[src/rtl/cam_bist_ctrl.sv]
`default_nettype none
// ============================================================================
// cam_bist_ctrl : write/search self-test initiator and response checker for the vlsu CAM
// Revision      : 1.0
// ============================================================================
module cam_bist_ctrl #(
   parameter int WIDTH      = 50,
   parameter int DEPTH      = 32,
   parameter int READ       = 3,
   parameter int ADDRESS    = $clog2(DEPTH),
   parameter int SEARCH_LAT = 1,
   localparam int PW        = (READ > 1) ? $clog2(READ) : 1
) (
   input  logic                      clk,
   input  logic                      arst_n,
   input  logic                      start_i,
   output logic                      busy_o,
   output logic                      done_o,
   output logic                      pass_o,
   output logic [7:0]                err_count_o,
   output logic [PW-1:0]             fail_port_o,
   output logic [ADDRESS-1:0]        fail_addr_o,
   output logic                      write_o,
   output logic [ADDRESS-1:0]        write_addr_o,
   output logic [WIDTH-1:0]          write_data_o,
   output logic [READ-1:0]           read_o,
   output logic [READ*WIDTH-1:0]     read_data_o,
   input  logic [READ-1:0]           match_i,
   input  logic [READ*ADDRESS-1:0]   match_addr_i
);

   localparam int CNT_MAX = (DEPTH + 2 > SEARCH_LAT) ? DEPTH + 2 : SEARCH_LAT;
   localparam int CW      = $clog2(CNT_MAX);
   localparam int KW      = CW + 1;
   localparam logic [CW-1:0]      C_WR_LAST   = CW'(DEPTH - 1);
   localparam logic [CW-1:0]      C_SR_LAST   = CW'(DEPTH + 1);
   localparam logic [CW-1:0]      C_DR_LAST   = CW'(SEARCH_LAT - 1);
   localparam logic [CW-1:0]      C_DEPTH     = CW'(DEPTH);
   localparam logic [PW-1:0]      C_PORT_LAST = PW'(READ - 1);
   localparam logic [ADDRESS-1:0] C_ADDR_LAST = ADDRESS'(DEPTH - 1);

   typedef enum logic [2:0] {
      S_IDLE   = 3'd0,
      S_WRITE  = 3'd1,
      S_GAP    = 3'd2,
      S_SEARCH = 3'd3,
      S_DRAIN  = 3'd4,
      S_DONE   = 3'd5
   } state_t;

   state_t                    state_q, state_d;
   logic [CW-1:0]             cnt_q, cnt_d;
   logic [PW-1:0]             port_q, port_d;

   logic                      write_q, write_d;
   logic [ADDRESS-1:0]        waddr_q, waddr_d;
   logic [WIDTH-1:0]          wdata_q, wdata_d;
   logic [READ-1:0]           read_q, read_d;
   logic [READ*WIDTH-1:0]     rdata_q, rdata_d;
   logic                      busy_q, busy_d;

   logic                      iss_valid_q, iss_valid_d;
   logic [PW-1:0]             iss_port_q, iss_port_d;
   logic                      iss_hit_q, iss_hit_d;
   logic [ADDRESS-1:0]        iss_addr_q, iss_addr_d;

   logic [SEARCH_LAT-1:0]              pv_q, pv_d;
   logic [SEARCH_LAT-1:0][PW-1:0]      pp_q, pp_d;
   logic [SEARCH_LAT-1:0]              ph_q, ph_d;
   logic [SEARCH_LAT-1:0][ADDRESS-1:0] pa_q, pa_d;

   logic [7:0]                err_q, err_d;
   logic [PW-1:0]             fport_q, fport_d;
   logic [ADDRESS-1:0]        faddr_q, faddr_d;
   logic                      pass_q, pass_d;
   logic                      done_q, done_d;

   logic [KW-1:0]             key;
   logic [CW-1:0]             miss_idx;
   logic [PW-1:0]             t_port;
   logic                      t_err;
   logic                      accept;

   assign accept = ((state_q == S_IDLE) || (state_q == S_DONE)) && start_i;

   always_comb begin
      state_d = state_q;
      cnt_d   = cnt_q;
      port_d  = port_q;
      case (state_q)
         S_IDLE, S_DONE: begin
            if (start_i) begin
               state_d = S_WRITE;
               cnt_d   = '0;
               port_d  = '0;
            end
         end
         S_WRITE: begin
            if (cnt_q == C_WR_LAST) begin
               state_d = S_GAP;
               cnt_d   = '0;
            end else begin
               cnt_d = cnt_q + 1'b1;
            end
         end
         S_GAP: begin
            state_d = S_SEARCH;
            cnt_d   = '0;
            port_d  = '0;
         end
         S_SEARCH: begin
            if (cnt_q == C_SR_LAST) begin
               cnt_d = '0;
               if (port_q == C_PORT_LAST) begin
                  state_d = S_DRAIN;
               end else begin
                  port_d = port_q + 1'b1;
               end
            end else begin
               cnt_d = cnt_q + 1'b1;
            end
         end
         S_DRAIN: begin
            if (cnt_q == C_DR_LAST) begin
               state_d = S_DONE;
               cnt_d   = '0;
            end else begin
               cnt_d = cnt_q + 1'b1;
            end
         end
         default: state_d = S_IDLE;
      endcase
   end

   // Outputs are decoded from the next state so every port leaves a flop.
   always_comb begin
      write_d     = 1'b0;
      waddr_d     = '0;
      wdata_d     = '0;
      read_d      = '0;
      rdata_d     = '0;
      key         = '0;
      miss_idx    = '0;
      iss_valid_d = 1'b0;
      iss_port_d  = '0;
      iss_hit_d   = 1'b0;
      iss_addr_d  = '0;
      busy_d      = (state_d == S_WRITE) || (state_d == S_GAP) ||
                    (state_d == S_SEARCH) || (state_d == S_DRAIN);

      if (state_d == S_WRITE) begin
         write_d = 1'b1;
         waddr_d = cnt_d[ADDRESS-1:0];
         wdata_d = WIDTH'({1'b0, cnt_d} + KW'(1));
      end

      if (state_d == S_SEARCH) begin
         if (cnt_d < C_DEPTH) begin
            key        = {1'b0, C_DEPTH} - {1'b0, cnt_d};
            iss_hit_d  = 1'b1;
            iss_addr_d = C_ADDR_LAST - cnt_d[ADDRESS-1:0];
         end else begin
            key        = {1'b0, cnt_d} + KW'(1);
            miss_idx   = cnt_d - C_DEPTH;
            iss_addr_d = miss_idx[ADDRESS-1:0];
         end
         read_d[port_d]                   = 1'b1;
         rdata_d[port_d*WIDTH +: WIDTH]   = WIDTH'(key);
         iss_valid_d                      = 1'b1;
         iss_port_d                       = port_d;
      end
   end

   always_comb begin
      pv_d[0] = iss_valid_q;
      pp_d[0] = iss_port_q;
      ph_d[0] = iss_hit_q;
      pa_d[0] = iss_addr_q;
      for (int i = 1; i < SEARCH_LAT; i++) begin
         pv_d[i] = pv_q[i-1];
         pp_d[i] = pp_q[i-1];
         ph_d[i] = ph_q[i-1];
         pa_d[i] = pa_q[i-1];
      end

      t_port = pp_q[SEARCH_LAT-1];
      t_err  = 1'b0;
      if (pv_q[SEARCH_LAT-1]) begin
         if (ph_q[SEARCH_LAT-1]) begin
            t_err = !match_i[t_port] ||
                    (match_addr_i[t_port*ADDRESS +: ADDRESS] != pa_q[SEARCH_LAT-1]);
         end else begin
            t_err = match_i[t_port];
         end
      end

      err_d   = err_q;
      fport_d = fport_q;
      faddr_d = faddr_q;
      pass_d  = pass_q;
      done_d  = done_q;
      if (accept) begin
         err_d   = '0;
         fport_d = '0;
         faddr_d = '0;
         pass_d  = 1'b0;
         done_d  = 1'b0;
      end else begin
         if (t_err) begin
            if (err_q == 8'd0) begin
               fport_d = t_port;
               faddr_d = pa_q[SEARCH_LAT-1];
            end
            if (err_q != 8'hFF) begin
               err_d = err_q + 8'd1;
            end
         end
         // The final check lands on the same edge that enters DONE.
         if ((state_d == S_DONE) && (state_q != S_DONE)) begin
            done_d = 1'b1;
            pass_d = (err_d == 8'd0);
         end
      end
   end

   always_ff @(posedge clk or negedge arst_n) begin
      if (!arst_n) begin
         state_q     <= S_IDLE;
         cnt_q       <= '0;
         port_q      <= '0;
         write_q     <= 1'b0;
         waddr_q     <= '0;
         wdata_q     <= '0;
         read_q      <= '0;
         rdata_q     <= '0;
         busy_q      <= 1'b0;
         iss_valid_q <= 1'b0;
         iss_port_q  <= '0;
         iss_hit_q   <= 1'b0;
         iss_addr_q  <= '0;
         pv_q        <= '0;
         pp_q        <= '0;
         ph_q        <= '0;
         pa_q        <= '0;
         err_q       <= '0;
         fport_q     <= '0;
         faddr_q     <= '0;
         pass_q      <= 1'b0;
         done_q      <= 1'b0;
      end else begin
         state_q     <= state_d;
         cnt_q       <= cnt_d;
         port_q      <= port_d;
         write_q     <= write_d;
         waddr_q     <= waddr_d;
         wdata_q     <= wdata_d;
         read_q      <= read_d;
         rdata_q     <= rdata_d;
         busy_q      <= busy_d;
         iss_valid_q <= iss_valid_d;
         iss_port_q  <= iss_port_d;
         iss_hit_q   <= iss_hit_d;
         iss_addr_q  <= iss_addr_d;
         pv_q        <= pv_d;
         pp_q        <= pp_d;
         ph_q        <= ph_d;
         pa_q        <= pa_d;
         err_q       <= err_d;
         fport_q     <= fport_d;
         faddr_q     <= faddr_d;
         pass_q      <= pass_d;
         done_q      <= done_d;
      end
   end

   assign busy_o       = busy_q;
   assign done_o       = done_q;
   assign pass_o       = pass_q;
   assign err_count_o  = err_q;
   assign fail_port_o  = fport_q;
   assign fail_addr_o  = faddr_q;
   assign write_o      = write_q;
   assign write_addr_o = waddr_q;
   assign write_data_o = wdata_q;
   assign read_o       = read_q;
   assign read_data_o  = rdata_q;

endmodule
`default_nettype wire

[config.mk]
export PLATFORM = sky130hd
export DESIGN_NAME = cam_bist_ctrl
export DESIGN_NICKNAME = d
export VERILOG_FILES = /design/src/rtl/cam_bist_ctrl.sv
export SDC_FILE = /design/constraint.sdc
export NUM_CORES = 1
export LEC_CHECK = 0
export CAP_MARGIN = 20
export CORE_ASPECT_RATIO = 1.75
export CORE_MARGIN = 8
export CORE_UTILIZATION = 47
export CTS_BUF_LIST = sky130_fd_sc_hd__clkbuf_8 sky130_fd_sc_hd__clkbuf_16
export DETAILED_ROUTE_END_ITERATION = 12
export PLACE_DENSITY = 0.84
export SETUP_SLACK_MARGIN = 0.4
export SLEW_MARGIN = 20
export SYNTH_ARGS = -nofsm -noshare
export SYNTH_HDL_FRONTEND = slang
export SYNTH_SLANG_ARGS = --single-unit
[constraint.sdc]
create_clock -name clk -period 3.92 [get_ports clk]
set_clock_uncertainty 0.05 [all_clocks]
set_input_delay 0.784 -clock clk [delete_from_list [all_inputs] [get_ports clk]]
set_output_delay 0.784 -clock clk [all_outputs]
set_load 0.01 [all_outputs]
# ---- After elaboration in Yosys (flattened, before gate mapping)
# Cells that the tools add are included.
dict set report totals {
  ff_bits 256
  out_inout_bits 227
  in_bits 21
  wordCells 123
}
dict set report classes {
  n_lt_le_gt_ge 4
  n_bitwise 1
  n_eq_ne 16
  n_mul 2
  n_mux 48
  addsub 9
  n_reduce_logical 18
  n_shift 3
}
# cell n
set op_table {}
lappend op_table {{$and A150 B150 Y150} 1}
lappend op_table {{$mux W150} 1}
lappend op_table {{$shift A50 B34 Y150 const A} 1}
lappend op_table {{$shiftx A50 B34 Y150} 1}
lappend op_table {{$neg A8 Y34} 1}
lappend op_table {{$mux W8} 4}
lappend op_table {{$mux W5} 6}
lappend op_table {{$pmux W6 S5} 1}
lappend op_table {{$mux W6} 4}
lappend op_table {{$mux W7} 3}
lappend op_table {{$mux W3} 6}
lappend op_table {{$logic_not A8 Y1} 2}
lappend op_table {{$pmux W3 S5} 1}
lappend op_table {{$shiftx A15 B6 Y5} 1}
lappend op_table {{$add A6 B1 Y7 const B} 2}
lappend op_table {{$mux W2} 7}
lappend op_table {{$eq A3 B2 Y1 const B} 4}
lappend op_table {{$eq A3 B3 Y1 const B} 4}
lappend op_table {{$mux W1} 12}
lappend op_table {{$add A8 B1 Y8 const B} 1}
lappend op_table {{$ne A8 B8 Y1 const B} 1}
lappend op_table {{$mul A2 B5 Y7 const B} 1}
lappend op_table {{$sub A6 B6 Y7 const A} 1}
lappend op_table {{$add A6 B1 Y6 const B} 1}
lappend op_table {{other kinds (24)} 34}

# ---- Logic depth before layout (Yosys ltp)
# Gate-level depths: netlist of run 1.
dict set report depth {
  ltp_word 11
  depth_mapped 16
  ltp_nobuf 14
}

# ---- Worst setup path before layout of run 1
# Ideal clock, no wire load.
dict set report synth_path {
  path_kind {flip-flop to flip-flop}
  from {register cnt_q[1]}
  to {register rdata_q[33], in the netlist read_data_o[33]}
  t_required_ns 3.790
  path_stages_with_launch 14
  path_buffers 3
  period_less_slack_ns 3.550
  arrival_ns 3.420
  setup_slack_ns 0.370
  setup_ns 0.080
  cell_sequence {dfrtp_1 -> clkbuf_1 -> inv_1 -> ha_1 -> and3_1 -> o211a_1 -> a21oi_1 -> a22o_1 -> clkbuf_1 -> ha_1 -> clkbuf_1 -> o41ai_1 -> a31oi_4 -> nor2_1}
}
dict set report synth_via {
  word_cells_on_any_way 27
  cone_classes {add/sub: 4; mul: 1; order compare: 1; eq/ne: 3; shift: 2; mux: 14; bitwise: 1; reduce/logical: 1}
}
# item line
set synth_rtl {}
lappend synth_rtl {{start, declared} 52} ;# logic [CW-1:0] cnt_q, cnt_d;
lappend synth_rtl {{start signal, assigned} 252} ;# cnt_q <= cnt_d;
lappend synth_rtl {{$eq A6 B6 Y1 (*)} 112} ;# if (cnt_q == C_SR_LAST) begin
lappend synth_rtl {{$mux W2 (*)} 112}
lappend synth_rtl {{$pmux W2 S3 (*)} 90} ;# case (state_q)
lappend synth_rtl {{net port_d[0]} 53} ;# logic [PW-1:0] port_q, port_d;
lappend synth_rtl {{$mul A2 B5 Y7 (*)} 168} ;# rdata_d[port_d*WIDTH +: WIDTH] = WIDTH'(key);
lappend synth_rtl {{$neg A8 Y34 (*)} 168}
lappend synth_rtl {{$shiftx A50 B34 Y150 or $shift A50 B34 Y150 (tied branches)} 168}
lappend synth_rtl {{$and A150 B150 Y150 (no source line) (*)} --}
lappend synth_rtl {{$mux W150 (*)} 157} ;# if (state_d == S_SEARCH) begin
lappend synth_rtl {{net rdata_d[33]} 59} ;# logic [READ*WIDTH-1:0] rdata_q, rdata_d;
lappend synth_rtl {{end signal, assigned} 258} ;# rdata_q <= rdata_d;
lappend synth_rtl {{end, declared} 59}
# Mark *: on every way through the listed nets, which the timed path passes. The rest lies on a longest branch. The select of a mux whose other input is x is not followed.
# A chain may end at the register's enable or synchronous reset.

# ---- Final worst setup path of run 1
dict set report layout_path {
  from {register state_q[1]}
  to {register rdata_q[29], in the netlist read_data_o[29]}
}
dict set report layout_via {
  elab_chain_cells 9
  word_cells_on_any_way 27
  cone_classes {add/sub: 3; mul: 1; order compare: 1; eq/ne: 6; shift: 2; mux: 11; bitwise: 1; reduce/logical: 2}
}
# item line
set layout_lines {}
lappend layout_lines {{start, declared} 51} ;# state_t state_q, state_d;
lappend layout_lines {{start signal, assigned} 251} ;# state_q <= state_d;
lappend layout_lines {{$eq A3 B3 Y1 or $logic_not A3 Y1 (tied branches)} 90}
lappend layout_lines {{$reduce_or A2 Y1} 90}
lappend layout_lines {{$pmux W6 S5 (*)} 90}
lappend layout_lines {{net cnt_d[0]} 52}
lappend layout_lines {{$add A6 B1 Y7 (tied with other cells)} 163} ;# key = {1'b0, cnt_d} + KW'(1);
lappend layout_lines {{$mux W7 (*)} 158} ;# if (cnt_d < C_DEPTH) begin
lappend layout_lines {{$mux W7 (*)} 157}
lappend layout_lines {{$shiftx A50 B34 Y150 (*)} 168}
lappend layout_lines {{$and A150 B150 Y150 (no source line) (*)} --}
lappend layout_lines {{$mux W150 (*)} 157}
lappend layout_lines {{net rdata_d[29]} 59}
# Marked as above.

==> metrics.md, run 1 <==
| Metric | Value |
|---|---|
| Status | `finished, final reports clean` |
| DP HPWL | `16.1 mm` |
| Post-route design area | `0.0115 mm^2` |
| Leakage Power | `5.32 nW` |
| Die area | `0.0223 mm^2` |
| Final Power | `0.00712 W` |
| Tcrit/Tclk final | `0.868` |
| CTS Buf Count | `19` |
| Core Region | `0.0174 mm^2` |
| # IOs | `248` |
| Floorplan die width | `116 um` |
| Crit. End Element | `flop` |
| Critical path peak fanout | `10` |
| Clock root buffer | `clkbuf_16` |
| Final hold vios | `0` |
| Post-synthesis mux area share | `0.0301` |
| First-pass GRT wire length | `32.3 mm` |
| GPL Wtd Cong | `0.883` |
| Post-Synth Simple-Gate Area | `0.135` |
| Total GRT Usage | `0.191` |
| Final count of negative-setup-slack endpoints | `0` |
| Critical path data required time | `4.22 ns` |
| Worst-Skew Late Latency | `0.49 ns` |
| # fillers | `1309` |
| Worst slew margin | `0.418` |
| Synth warn | `0` |
| Register area share after synthesis | `0.644` |
| Site row count | `64` |
| Routed vias | `5858` |
| Dominant cells by area after synthesis | `dfrtp_1 (64%), nor2_1 (4.7%), buf_4 (4.0%), mux2i_1 (2.3%), ha_1 (2.3%)` |
| Worst IR Drop VDD | `0.629 mV` |
| Residual overflow from global routing | `0` |
| Synth Area in Compound Gates | `0.0822` |
| H-tree levels | `1` |
| Max frequency | `0.294 GHz` |
| Crit start category | `flop` |
| Post-layout util | `0.664` |
| Initial DRC Count | `328` |
| Layout cells sized above 1 | `0.0934` |
| Synth async-reset ratio | `1.00` |
| Wirelength per Cell | `17.6 um` |
| Final wirelength | `21.6 mm` |
| Largest family of logic cells by synthesized area | `simple AND/OR/NAND/NOR gates` |
| Worst hold path type | `flop to flop` |
| Yosys cell types | `76` |
| Die height | `192 um` |
| Clock transition at the registers of the reported paths | `0.07 ns` |
| IO buf count | `204` |
| Number of remaining DRC errors | `0` |
| Area share of fa/ha/maj cells after synthesis | `0.0227` |
| Post-synth EDFFs | `0` |
| Max Slew Vio Count | `0` |
| Period minus WS final | `3.40 ns` |
| Drt pass-1 iters | `5` |
| Most common cell after layout, fill and taps aside | `dfrtp_1` |
| Post-Syn Area | `0.00828 mm^2` |
| Clk buf depth | `3` |
| Final hold slack | `0.298 ns` |
| Yosys top cell area share | `0.644` |
| Number of hold buffers added after cts | `0` |
| RSZ-0062 raised after global routing | `false` |
| Most frequent cells in the layout | `dfrtp_1 (208), clkdlybuf4s50_1 (203), conb_1 (127)` |
| Placed Area | `0.0108 mm^2` |
| Initial core utilization | `0.476` |
| Clk sink count | `213` |
| Dominant synthesized flop cell | `dfrtp_1` |
| Worst slew pin tran | `0.873 ns` |
| Area leader, netlist | `dfrtp_1` |
| Syn_area_per_cell | `12.2 um^2` |
| Vias in the first global route | `5992` |
| CTS tree | `yes` |
| Pin count of the biggest net entering global routing | `114` |
| Layout Nets | `1019` |
| Initial antenna violation count | `0` |
| Max Cap Viol | `0` |
| Seq cells post-synth | `213` |
| Crit Path Class | `flop to flop` |
| Post-synthesis cell count | `676` |
| Post-DR vias/cell | `4.77` |
| XOR/XNOR Fraction of Synth Area | `0.0224` |
| Area delta synth->final | `39.4%` |
| Final setup TNS | `0 ns` |
| Routed Antenna Nets | `0` |
| N_diodes | `0` |
| Pwr Density | `617 mW/mm^2` |
| Critical Path AT | `3.70 ns` |
## critical path: stages (launching register included)
cell and delay (ns):
dfrtp_2 0.48, or3b_4 0.43, a31o_2 0.28, o21a_1 0.17, a21boi_2 0.18, inv_1 0.10, ha_1 0.23, o31a_1 0.33
a22o_4 0.27, xnor2_4 0.17, a221oi_2 0.34, buf_4 0.19, nor2_1 0.05
## report_power, final
group          leakage [nW]  total (W)  internal (W)  switching (W)
sequential             2.73    0.00261       0.00243       0.000172
combinational          2.25    0.00260       0.00108        0.00152
clock                 0.336    0.00192       0.00112       0.000801
## synth_stat cells, types with 10 or more instances
master and number:
a21oi_1 14, and3_1 12, buf_4 44, clkbuf_1 10
dfrtp_1 213, ha_1 15, inv_1 19, mux2i_1 19
nand2_1 31, nand3_1 21, nor2_1 104, nor3_1 14
o21ai_0 16, xnor2_1 12
## state kept, by name, summed over array words and instances, names as in the netlist, 5 cells and up
signal and cells:
pa_q 5, fail_addr_o 5, err_count_o 8, iss_addr_q 5
write_data_o 7, cnt_q 6, read_data_o 150, write_addr_o 5
## final timing paths
kind	startpoint	end	slack [ns]	cells after the start
min in group asynchronous	arst_n	write_data_o[5]$_DFF_PN0_	0.35	1
setup / recovery	state_q[1]$_DFF_PN0_	read_data_o[29]$_DFF_PN0_	0.52	12
max in group asynchronous	arst_n	read_data_o[18]$_DFF_PN0_	2.63	2
hold reg to reg	iss_addr_q[2]$_DFF_PN0_	pa_q[2]$_DFF_PN0_	0.30	0
hold / removal	iss_addr_q[2]$_DFF_PN0_	pa_q[2]$_DFF_PN0_	0.30	0
setup reg to reg	state_q[1]$_DFF_PN0_	read_data_o[29]$_DFF_PN0_	0.52	12
## routing by layer
layer / GRT usage / vias to the layer above / wire length, um
li1: - / 2713 / -
met1: 0.176 / 2842 / 6580
met2: 0.369 / 250 / 12100
met3: 0.0452 / 53 / 1930
met4: 0.0953 / 0 / 956
met5: 0 / - / 0
## cells by family after synthesis
kind of cell | after synthesis
compound gates | 87
xor+xnor | 19
fa+ha+maj | 15
buf+inv | 88
flops | 213
mux | 22
other cells | 1
simple gates | 231
## what timing repair did
| item | 4_1_cts | 5_1_grt |
|---|---|---|
| setup endpoints to repair | 8 | 50 |
| setup buffers | 0 | 6 |
| pin swaps | 0 | 0 |
| resized for setup | 2 | 12 |
| cloned | 0 | 0 |
## layout make-up
| class | instances | area, um^2 | area share |
|---|---|---|---|
| clock buffer | 20 | 489 | 0.0424 |
| clock inverter | 14 | 158 | 0.0137 |
| inverter | 24 | 90.1 | 0.00781 |
| multi-input combinational | 501 | 2940 | 0.255 |
| sequential | 213 | 5340 | 0.463 |
| tap | 231 | 289 | 0.0251 |
| timing repair buffer | 224 | 2230 | 0.194 |
## per-stage QoR
| step | cells | worst slack [ns] |
|---|---|---|
| 6_report | 1227 | 0.517 |
| 5_1_grt | 1227 | 0.372 |
| 4_1_cts | 1221 | 0.430 |
| 3_5_place_dp | 1187 | 0.130 |
| 3_3_place_gp | 1187 | 0.211 |
| 2_1_floorplan | 802 | 0.544 |
Power figures use the tool's default switching activity.
==> run 2, diff against run 1 <==
- GPL_ROUTABILITY_DRIVEN: unset -> 0
==> results of run 2 <==
No change in the layout: final DEF, timing and power equal those of run 1.
